$ cat config.mk
export PLATFORM = sky130hd
export DESIGN_NAME = traffic_sched
export DESIGN_NICKNAME = d
export VERILOG_FILES = /design/src/rtl/traffic_sched.sv
export SDC_FILE = /design/constraint.sdc
export NUM_CORES = 1
export LEC_CHECK = 0
export ABC_AREA = 1
export CAP_MARGIN = 20
export CELL_PAD_IN_SITES_DETAIL_PLACEMENT = 0
export CELL_PAD_IN_SITES_GLOBAL_PLACEMENT = 1
export CORE_UTILIZATION = 33
export CTS_BUF_LIST = sky130_fd_sc_hd__clkbuf_4 sky130_fd_sc_hd__clkbuf_8
export CTS_CLUSTER_SIZE = 24
export DETAILED_ROUTE_END_ITERATION = 8
export GPL_TIMING_DRIVEN = 1
export HOLD_SLACK_MARGIN = 0.1
export PLACE_DENSITY_LB_ADDON = 0.1
export RECOVER_POWER = 100
export REMOVE_ABC_BUFFERS = 1
export SYNTH_ARGS = -nofsm -noshare
export SYNTH_HDL_FRONTEND = slang
export SYNTH_SLANG_ARGS = --single-unit
export TNS_END_PERCENT = 5
$ cat constraint.sdc
create_clock -name clk -period 3.8 [get_ports clk]
set_clock_uncertainty 0.2 [all_clocks]
set_input_delay 0.76 -clock clk [delete_from_list [all_inputs] [get_ports clk]]
set_output_delay 0.76 -clock clk [all_outputs]
set_load 0.02 [all_outputs]
$ cat src/rtl/traffic_sched.sv
// Intersection scheduler: sequences start/sync of two light controllers, emergency preemption and pedestrian walks.
// Pedestrian latch/serve logic is present only when TRAFFIC_SCHED_PED_EN is defined.
module traffic_sched (
   input  logic       clk,
   input  logic       reset_n,
   input  logic       i_enable,
   input  logic       i_emg,
   input  logic [1:0] i_ped_req,
   output logic       o_start,
   output logic       o_sync_n,
   output logic [6:0] o_cycle,
   output logic       o_emg_active,
   output logic [1:0] o_ped_wait,
   output logic [1:0] o_ped_serve,
   output logic [2:0] o_state
);

   localparam logic [2:0] ST_IDLE    = 3'b000;
   localparam logic [2:0] ST_SYNC    = 3'b001;
   localparam logic [2:0] ST_RUN     = 3'b010;
   localparam logic [2:0] ST_DRAIN   = 3'b011;
   localparam logic [2:0] ST_PREEMPT = 3'b100;

   // Phase 34 and 68 are the last cycles of road A's and road B's yellow.
   localparam logic [6:0] CYC_YEL_A  = 7'd34;
   localparam logic [6:0] CYC_LAST   = 7'd68;
   localparam logic [6:0] CYC_WALK_A = 7'd35;
   localparam logic [6:0] CYC_WALK_B = 7'd1;

   logic [2:0] state_q, state_d;
   logic [6:0] cycle_q, cycle_d;
   logic       count_now, count_next;

   always_comb begin
      state_d = ST_IDLE;
      if (i_enable) begin
         case (state_q)
            ST_IDLE:    state_d = i_emg ? ST_IDLE : ST_SYNC;
            ST_SYNC:    state_d = ST_RUN;
            ST_RUN:     state_d = i_emg ? ST_DRAIN : ST_RUN;
            ST_DRAIN:   state_d = ((cycle_q == CYC_YEL_A) || (cycle_q == CYC_LAST)) ? ST_PREEMPT : ST_DRAIN;
            ST_PREEMPT: state_d = i_emg ? ST_PREEMPT : ST_SYNC;
            default:    state_d = ST_IDLE;
         endcase
      end
   end

   // The counter only advances while staying inside RUN/DRAIN, so every other state shows phase 0.
   assign count_now  = (state_q == ST_RUN) || (state_q == ST_DRAIN);
   assign count_next = (state_d == ST_RUN) || (state_d == ST_DRAIN);

   always_comb begin
      cycle_d = 7'd0;
      if (count_now && count_next) begin
         cycle_d = (cycle_q == CYC_LAST) ? 7'd1 : cycle_q + 7'd1;
      end
   end

   always_ff @(posedge clk) begin
      if (!reset_n) begin
         state_q <= ST_IDLE;
         cycle_q <= 7'd0;
      end else begin
         state_q <= state_d;
         cycle_q <= cycle_d;
      end
   end

   assign o_state      = state_q;
   assign o_cycle      = cycle_q;
   assign o_start      = (state_q == ST_SYNC) || (state_q == ST_RUN) || (state_q == ST_DRAIN);
   assign o_sync_n     = (state_q != ST_SYNC);
   assign o_emg_active = (state_q == ST_PREEMPT);

`ifdef TRAFFIC_SCHED_PED_EN
   logic [1:0] ped_wait_q, ped_wait_d;
   logic [1:0] ped_serve;

   always_comb begin
      ped_serve = 2'b00;
      if (state_q == ST_RUN) begin
         ped_serve[0] = ped_wait_q[0] && (cycle_q == CYC_WALK_A);
         ped_serve[1] = ped_wait_q[1] && (cycle_q == CYC_WALK_B);
      end
      // A grant clears the latch even if the button is still pressed that cycle.
      if (state_q == ST_IDLE) begin
         ped_wait_d = 2'b00;
      end else begin
         ped_wait_d = (ped_wait_q | i_ped_req) & ~ped_serve;
      end
   end

   always_ff @(posedge clk) begin
      if (!reset_n) begin
         ped_wait_q <= 2'b00;
      end else begin
         ped_wait_q <= ped_wait_d;
      end
   end

   assign o_ped_wait  = ped_wait_q;
   assign o_ped_serve = ped_serve;
`else
   logic unused_ped;
   assign unused_ped  = ^i_ped_req;
   assign o_ped_wait  = 2'b00;
   assign o_ped_serve = 2'b00;
`endif

endmodule

Word level (Yosys, flattened, before mapping)
Index checks and enable logic that the tools add are counted.

operators by class
  shift operators = 0
  $mul = 0
  mux-type cells = 7
  divide/modulo/power cells = 0
  reductions and logical operators = 9
  equality and inequality tests = 9
  add/subtract/negate cells = 1
  bitwise gates (word level) = 2
  magnitude comparators = 0

operators by type and width
  cell                                                             count
  3-bit case mux with 5 select lines                               1
  3-bit by 2-bit == test with 1-bit output, second input constant  4
  3-bit two-way mux                                                3
  7-bit by 1-bit adder with 7-bit output, second input constant    1
  7-bit by 6-bit == test with 1-bit output, second input constant  1
  7-bit == test, second input constant                             1
  1-bit logical OR                                                 5
  3-bit by 1-bit == test with 1-bit output, second input constant  1
  3-bit == test, second input constant                             1
  3-bit zero test                                                  1
  1-bit two-way mux                                                3
  3-bit by 1-bit != test with 1-bit output, second input constant  1
  3-bit OR reduction                                               1
  1-bit inverter                                                   2
  2-bit AND reduction                                              1
  1-bit logical AND                                                1

word-level totals
  memories kept = 0
  flip-flop bits (word level) = 10
  bits of input ports = 6
  ROM bits = 0
  RAM bits = 0
  output and inout port bits = 17
  bits in latches = 0
  logic and storage cells = 31

Logic depth before layout (Yosys ltp)
  depth in word-level cells = 10
  gate-level depth with buffers = 9
  mapped depth without buffers = 9

Worst setup path after synthesis
No wires, ideal clock.

  kind = register to output
  from = register state_q[0], in the netlist o_state[0]
  to = output o_emg_active
  setup slack = 1.890 ns
  buffers on the path = 0
  required time = 2.840 ns
  stages on the path, launching flop included = 4
  arrival time = 0.950 ns
  cells stage by stage = dfxtp_1 nor2_2 inv_1 nor2_1

on the way
  cells in the longest elaborated chain, start to end = 1

RTL lines
  item                      RTL line  RTL
  start: declaration        30        logic [2:0] state_q, state_d;
  start signal: assignment  64        state_q <= state_d;
  3-bit == test             73        assign o_emg_active = (state_q == ST_PREEMPT);
  end: declaration          12        output logic o_emg_active,

Every way passes these cells.

Worst setup path after layout
Ends and elaborated chain as after synthesis.

==> out/metrics.yaml <==
clocking:
  clock_latency_ns: 0.26
  h-tree-depth: 1
  clkSlewWorstSetupHoldPaths_ns: 0.07
  numClockSinks: 10
  hold_buffers: 0
  numCtsBuffers: 3
  cts_max_path_buffers: 2
  cts_setup_buffers: 0
  cts-root-buf: "clkbuf_4"
  post_cts_resized: 0
  cts_tree: "built"
synth:
  netlist.top_cell.by_area: "dfxtp_1"
  synth_seq_cells: 10
  ys.flop_type: "dfxtp_1"
  yosysSeqAreaShare_pct: 33.54
  syn_area_sq_um: 596.8
  synth_top_area_share_pct: 33.54
  synth_common_cells: "nor2_1, inv_1, dfxtp_1, nand2_1, nand3_1"
  syn_area_per_cell_sq_um: 7.368
  ys_async_sr_fraction_pct: 0
  synth_cell_types: 21
  synth_warnings: 0
  netlist_instances: 81
  synth.area.top_cells: "dfxtp_1, nor2_1, inv_1, ha_1, buf_4"
  synth_edf_count: 0
  synth_most_common_cell: "nor2_1"
sta:
  period_share_pct: 68.33
  grt_setup_unrepaired: "false"
  drv_slew: 0
  finalHoldViolations: 0
  tns_ns: 0
  clock.fmax_mhz: 385.1
  setup_viol_count_final: 0
  finalCriticalPeriod_ns: 2.597
  setup_ws_ns: 1.203
worst_setup_path:
  worstPathRequired_ns: 2.84
  timing_worst_setup_path_type: "reg2out"
  endpoint_kind: "output pin"
  cp.arrival_ns: 1.64
  crit_fanout: 6
  cp-start-kind: "register"
drt:
  ant_nets: 0
  drt_wl_total_microns: 1107
  drcViolationCount: 0
  firstDrtPassIters: 2
  dr_total_vias: 527
  drt-initial-drc-count: 3
  routed_via_density: 4.216
  wire_per_inst_microns: 8.856
power:
  power.total_mw: 0.2210
  comb_power_share_pct: 8.3
  switchingPower_mw: 0.05023
  p_leak_nw: 0.3473
  p_clk_share_pct: 43.6
  switching_share_pct: 22.73
  seqPwrFrac_pct: 48.2
  ir_drop_mv: 0.1334
  p_per_area_mw_per_mm2: 281.7
  internal_power_mw: 0.1707
place:
  gp_congestion: 0.7589
  port_buffers: 16
  place_ws_ns: 1.515
floorplanning:
  die_area_sq_mm: 0.001982
  rows: 15
  start_util_pct: 34.95
  coreArea_sq_mm: 0.001708
  io_pins: 23
  fp.dieH_microns: 44.53
  die-width_microns: 44.53
cells_and_area:
  drive_gt1_share_pct: 11.00
  syn_to_final_growth_pct: 31.45
  n_antenna_cell: 0
  final_nets: 110
outcome:
  status: "finished clean"
global_route:
  grt_pass1_vias: 472
  grt_overflow: 0
  antenna_found_initial: 0
  grt_max_degree: 8
  grt_pass1_wl_microns: 1966
  grt_use_total_pct: 13.62
run:
  cap_violations: 0
hold_path:
  hp-class: "reg2reg"
## critical path: stages (launching register included)
cell           delay [ns]
dfxtp_1              0.35
nor2_2               0.17
inv_1                0.05
nor2_1               0.11
dlygate4sd3_1        0.68
## final timing paths
path         startpoint           end  slack, ns  cells past startpoint
max reg2reg  o_cycle[0]    o_cycle[1]       2.09                      9
min          o_cycle[6]    o_cycle[6]       0.38                      2
max          o_state[0]  o_emg_active       1.20                      4
min reg2reg  o_cycle[6]    o_cycle[6]       0.38                      2
## metal layers
| metal | part of all wire [%] | up-vias | wire [microns] | GRT usage [%] |
|---|---|---|---|---|
| li1 | - | 280 | - | - |
| met1 | 46 | 232 | 504 | 17.08 |
| met2 | 48 | 13 | 526 | 22.06 |
| met3 | 5.7 | 2 | 63 | 2.449 |
| met4 | 1.1 | 0 | 12 | 7.273 |
| met5 | 0 | - | 0 | 0 |
## sequential cells by signal (all words and copies together) (netlist names)
signal / count
o_cycle: 7
o_state: 3
## cells in the final DEF (no fill, tap or decap)
cell type and count:
xor2_1 2, o21ai_0 4, ha_1 3, conb_1 4, nand3_2 2, inv_2 2, clkbuf_4 3, nand4_1 1
nor2_1 17, inv_1 14, dlygate4sd3_1 14, nor2_2 3, clkbuf_8 1, dfxtp_1 10, nand2_1 6, nand3_1 5
a21oi_1 2, a31oi_1 1, clkdlybuf4s50_1 2, a22oi_1 1, xnor2_1 3
## power groups by stage
stage	Combinational [mW]	Sequential, mW	Clock (mW)
after detailed placement	0.0214	0.109	0
after floorplan	0.0124	0.110	0
after global placement	0.0214	0.109	0
final	0.0183	0.106	0.0962
after global routing	0.0210	0.107	0.104
after CTS	0.0215	0.106	0.100
## cells by family after synthesis
logic type | after synthesis | share of synthesized area [%]
adder cells (fa/ha/maj) | 3 | 6.290
buffers and inverters | 20 | 15.09
AND/OR/NAND/NOR | 34 | 28.51
AO/OA/AOI/OAI | 8 | 8.596
other | 1 | 0.6283
flip-flops | 10 | 33.54
XOR/XNOR | 5 | 7.339
## area by class of cell
cell class	count	area, sq um
sequential	10	200.2
inverter	16	60.06
clock buffer	4	36.28
tap	25	31.28
timing repair buffer	16	160.2
multi-input combinational	54	296.5
fill	195	923.4
## per-stage QoR
step,util (%),hold slack [ns],cell area [sq um],std cells
2_1_floorplan,-,0.4362,578.1,80
3_3_place_gp,45.05,0.3623,769.5,121
3_5_place_dp,45.05,0.3757,769.5,121
4_1_cts,47.18,0.3917,805.8,125
5_1_grt,45.93,0.4358,784.5,125
6_report,45.93,0.3787,784.5,125
Note: power is estimated with default switching activity, not from simulation.
